===== config.mk =====
export PLATFORM = sky130hd
export DESIGN_NAME = seq_right_shifter
export DESIGN_NICKNAME = d
export VERILOG_FILES = /design/src/rtl/seq_right_shifter.sv
export SDC_FILE = /design/constraint.sdc
export NUM_CORES = 1
export LEC_CHECK = 0
export CELL_PAD_IN_SITES_DETAIL_PLACEMENT = 1
export CELL_PAD_IN_SITES_GLOBAL_PLACEMENT = 1
export CORE_MARGIN = 2
export CORE_UTILIZATION = 25
export DETAILED_ROUTE_END_ITERATION = 10
export PLACE_DENSITY_LB_ADDON = 0.1
export SYNTH_ARGS = -nofsm -noshare
export SYNTH_HDL_FRONTEND = slang
export SYNTH_SLANG_ARGS = --single-unit
export TNS_END_PERCENT = 20

===== constraint.sdc =====
create_clock -name Clk -period 1.7 [get_ports Clk]
set_input_delay 0.51 -clock Clk [delete_from_list [all_inputs] [get_ports Clk]]
set_output_delay 0.51 -clock Clk [all_outputs]
set_load 0.02 [all_outputs]

===== src/rtl/seq_right_shifter.sv =====
// Multi-cycle right shifter: loads an operand on Start and shifts it one bit
// per clock, logical or arithmetic. It pulses Done with a registered result.
module seq_right_shifter #(
    parameter int WIDTH   = 32,
    parameter int SHAMT_W = 5
) (
    input  logic               Clk,
    input  logic               Reset_n,
    input  logic               Start,
    input  logic               Arith,
    input  logic [WIDTH-1:0]   ValueIn,
    input  logic [SHAMT_W-1:0] Shamt,
    output logic               Busy,
    output logic               Done,
    output logic [WIDTH-1:0]   ValueOut
);

    typedef enum logic [1:0] {
        ST_IDLE  = 2'd0,
        ST_SHIFT = 2'd1,
        ST_DONE  = 2'd2
    } state_t;

    state_t             r_state;
    logic [WIDTH-1:0]   r_work;
    logic [SHAMT_W-1:0] r_count;
    logic               r_fill;
    logic               r_busy;
    logic               r_done;
    logic [WIDTH-1:0]   r_value_out;

    logic [WIDTH-1:0]   w_shifted;

    // The fill bit is the captured sign, so it stays constant for the whole shift.
    assign w_shifted = {r_fill, r_work[WIDTH-1:1]};

    always_ff @(posedge Clk or negedge Reset_n) begin
        if (!Reset_n) begin
            r_state     <= ST_IDLE;
            r_work      <= '0;
            r_count     <= '0;
            r_fill      <= 1'b0;
            r_busy      <= 1'b0;
            r_done      <= 1'b0;
            r_value_out <= '0;
        end else begin
            case (r_state)
                ST_IDLE, ST_DONE: begin
                    if (Start) begin
                        r_work  <= ValueIn;
                        r_count <= Shamt;
                        r_fill  <= Arith & ValueIn[WIDTH-1];
                        if (Shamt == '0) begin
                            r_value_out <= ValueIn;
                            r_done      <= 1'b1;
                            r_busy      <= 1'b0;
                            r_state     <= ST_DONE;
                        end else begin
                            r_done  <= 1'b0;
                            r_busy  <= 1'b1;
                            r_state <= ST_SHIFT;
                        end
                    end else begin
                        r_done  <= 1'b0;
                        r_busy  <= 1'b0;
                        r_state <= ST_IDLE;
                    end
                end
                ST_SHIFT: begin
                    r_work  <= w_shifted;
                    r_count <= r_count - SHAMT_W'(1);
                    if (r_count == SHAMT_W'(1)) begin
                        r_value_out <= w_shifted;
                        r_done      <= 1'b1;
                        r_busy      <= 1'b0;
                        r_state     <= ST_DONE;
                    end
                end
                default: begin
                    r_done  <= 1'b0;
                    r_busy  <= 1'b0;
                    r_state <= ST_IDLE;
                end
            endcase
        end
    end

    assign Busy     = r_busy;
    assign Done     = r_done;
    assign ValueOut = r_value_out;

endmodule


==> impl_metrics.ini, run 1 <==
[layout]
drive_above_1_share_pct = 12.8
fin_area_um2 = 4640
area_delta_synth_final_pct = 44.0
final_nets = 420
antennaDiodeCount = 0

[power]
power_mw = 8.80
p_seq_share_pct = 35.2
cell_internal_pwr_mw = 5.49
p_per_area_nw_per_um2 = 1900
p_leak_nw = 2.16
peakVddDrop_mv = 0.537
p_sw_share_pct = 37.6
clkPwrFrac_pct = 22.0
netSwitchingPower_mw = 3.31
p_comb_share_pct = 42.8

[setup_path]
worstPathArrival_ns = 1.90
critPathRequiredTime_ns = 1.95
cp_cell_sequence = inv_2, ha_4, nor4b_4, nand2_2, o21ai_4, buf_6, clkbuf_16, mux2i_1
cp_slowest_cell = dfrtp_1
crit_family = buffers and inverters
crit_fanout = 4
cp_num_buf_inv = 3
crit_type = reg2reg
critPathLaunchType = flip-flop
cpPeakStageDelay_ns = 0.40
cp-end-kind = flip-flop

[logic_synthesis]
seq_area_frac_synth_pct = 55.9
yosys.area.top_type = dfrtp_1
synth-main-ff-cell = dfrtp_1
yosysWarnings = 0
async_flop_share_pct = 100
syn_area_per_cell_um2 = 11.3
synth_nets = 328
synth_area_um2 = 3220
synthTopCellsByCount = dfrtp_1 (72), mux2i_1 (62), nor2_1 (34)
synth_area_leaders = dfrtp_1 (56%), mux2i_1 (19%), a21oi_1 (5.0%), nor2_1 (4.0%), inv_1 (3.8%)
syn_inst = 285
yosys_register_bits = 72
synth_most_common_cell = dfrtp_1
synth_edf_count = 0
synth.top_cell.area_share_pct = 55.9
synth_cell_types = 29

[placed_design]
hpwl_um = 5270
placed_area_um2 = 4230
gp_congestion = 0.737
place_ws_ns = -0.362
portBuffers = 74

[timing]
fin_setup_tns_ns = 0
fmax_ghz = 0.603
rsz0062_at_grt = true
hold_viol = 0
slew_headroom_pct = 72.5
skew_ns = 0.00309
finalSetupViolCount = 0
finalCritPeriodShare_pct = 97.6
hold-worst-slack_ns = 0.177
worst_pin_slew_ns = 0.413
fin_ws_ns = 0.0416
finalCriticalPeriod_ns = 1.66
drv_slew = 0

[drt]
drt.antenna.violating_nets = 0
drc = 0
routed_via_density = 4.27
post_drt_wl_per_cell_um = 14.6
wl_um = 8110
drt_pass1_iterations = 4
drt_iter0_drc = 60
num_vias = 2365

[grt]
grt_pass1_wl_um = 13200
antenna_found_initial = 0
grt_start_max_net_pins = 73
grt_pass1_vias = 2523
grt_overflow_total = 0
grt_usage_pct = 12.2

[die]
rows = 41
core_area_um2 = 12600
start_util_pct = 25.5
die-area_um2 = 13800
chipWidth_um = 118
io_pins = 75
chipHeight_um = 118

[run]
maxCapViolations = 0

[clock_network]
clock_path_buffers = 2
htree_levels = 3
cts_tree = built
cts_root_buf = clkbuf_16
clk_latency_ns = 0.33
clk_pin_slew_ns = 0.06
clock_sinks = 72
cts_buffers = 9

[worst_hold_path]
min_path_type = in2async

[run_status]
status = complete, no violations
## area by class of cell
type                    count  area [um2]
fillers                  1423        7980
flip-flops and latches     72        1800
multi-input cells         166        1200
repair buffers             95         998
clock buffers              13         260
well taps                 172         215
inverters                  33         124
clock inverters             3        40.0
## cell usage in the layout, fill, tap and decap left out, types with 2 or more instances in the layout
cell	n
clkbuf_16	12
mux2i_1	61
buf_12	7
inv_1	32
clkbuf_1	2
buf_6	2
nand2_2	3
a21oi_1	32
clkbuf_8	2
clkdlybuf4s50_1	37
clkinv_2	2
nand2b_2	2
dlygate4sd2_1	36
o21ai_0	2
nand2b_1	2
nand3_1	2
nor2_1	34
dfrtp_1	72
nand2_1	11
buf_4	10
## cell families (layout without fill, tap and decap cells)
family / after synthesis / in the layout / share of synthesized area (%)
flops: 72 / 72 / 55.9
mux: 63 / 63 / 19.7
simple gates: 60 / 60 / 8.54
buf+inv: 47 / 144 / 7.73
compound gates: 41 / 41 / 7.34
fa+ha+maj: 2 / 2 / 0.776
## worst register-to-register path, cell delays in order (launching register included)
cell,delay (ns)
dfrtp_1,0.40
inv_2,0.10
ha_4,0.12
nor4b_4,0.23
nand2_2,0.11
o21ai_4,0.10
buf_6,0.16
clkbuf_16,0.15
mux2i_1,0.21
## metal layers
layer	GRT usage (%)	up-vias	share of wire, %
met2	18.6	51	46
met3	2.86	14	3.8
li1	-	1131	-
met4	5.87	0	2.0
met5	0	-	0
met1	16.2	1169	49
## per-stage QoR
step	utilization [%]	cells
6_report	36.8	554
5_1_grt	36.8	554
4_1_cts	35.6	545
3_5_place_dp	33.5	529
3_3_place_gp	33.5	529
2_1_floorplan	-	285
## worst paths after layout
| path | startpoint | to | slack, ns | cells after the start |
|---|---|---|---|---|
| setup / recovery | r_count[1]$_DFFE_PN0P_ | ValueOut[10]$_DFFE_PN0P_ | 0.04 | 8 |
| hold / removal | Reset_n | r_count[2]$_DFFE_PN0P_ | 0.18 | 2 |
| setup reg to reg | r_count[1]$_DFFE_PN0P_ | ValueOut[10]$_DFFE_PN0P_ | 0.04 | 8 |
| hold reg to reg | Busy$_DFFE_PN0P_ | Busy$_DFFE_PN0P_ | 0.47 | 2 |
| max in group asynchronous | Reset_n | ValueOut[7]$_DFFE_PN0P_ | 1.19 | 2 |
| min in group Clk | Busy$_DFFE_PN0P_ | Busy$_DFFE_PN0P_ | 0.47 | 2 |
## state kept, by name, summed over array words and instances, names as in the netlist
register / flops
Busy: 1
ValueOut: 32
r_count: 5
r_fill: 1
r_state: 2
r_work: 31
## what timing repair did
action | CTS | global route
resized for setup | 36 | 9
hold buffers | 0 | 0
setup buffers | 0 | 6
endpoints found under the setup margin | 37 | 33
pin swaps | 1 | 2
cloned | 0 | 3
## power groups by stage
stage	combinational (mW)	clock, mW	sequential (mW)
finish	3.77	1.93	3.10
global route	4.19	2.06	3.24
CTS	3.73	2.00	3.11
detailed placement	4.00	0	3.14
global placement	3.95	0	3.14
floorplan	1.95	0	3.52
(Power assumes the default switching activity.)
==> inputs of run 2 (changes only) <==
CTS_CLUSTER_SIZE = 25   (was unset)
==> results of run 2 <==
Same layout as run 1: the final DEF is identical, and so are final timing and power.
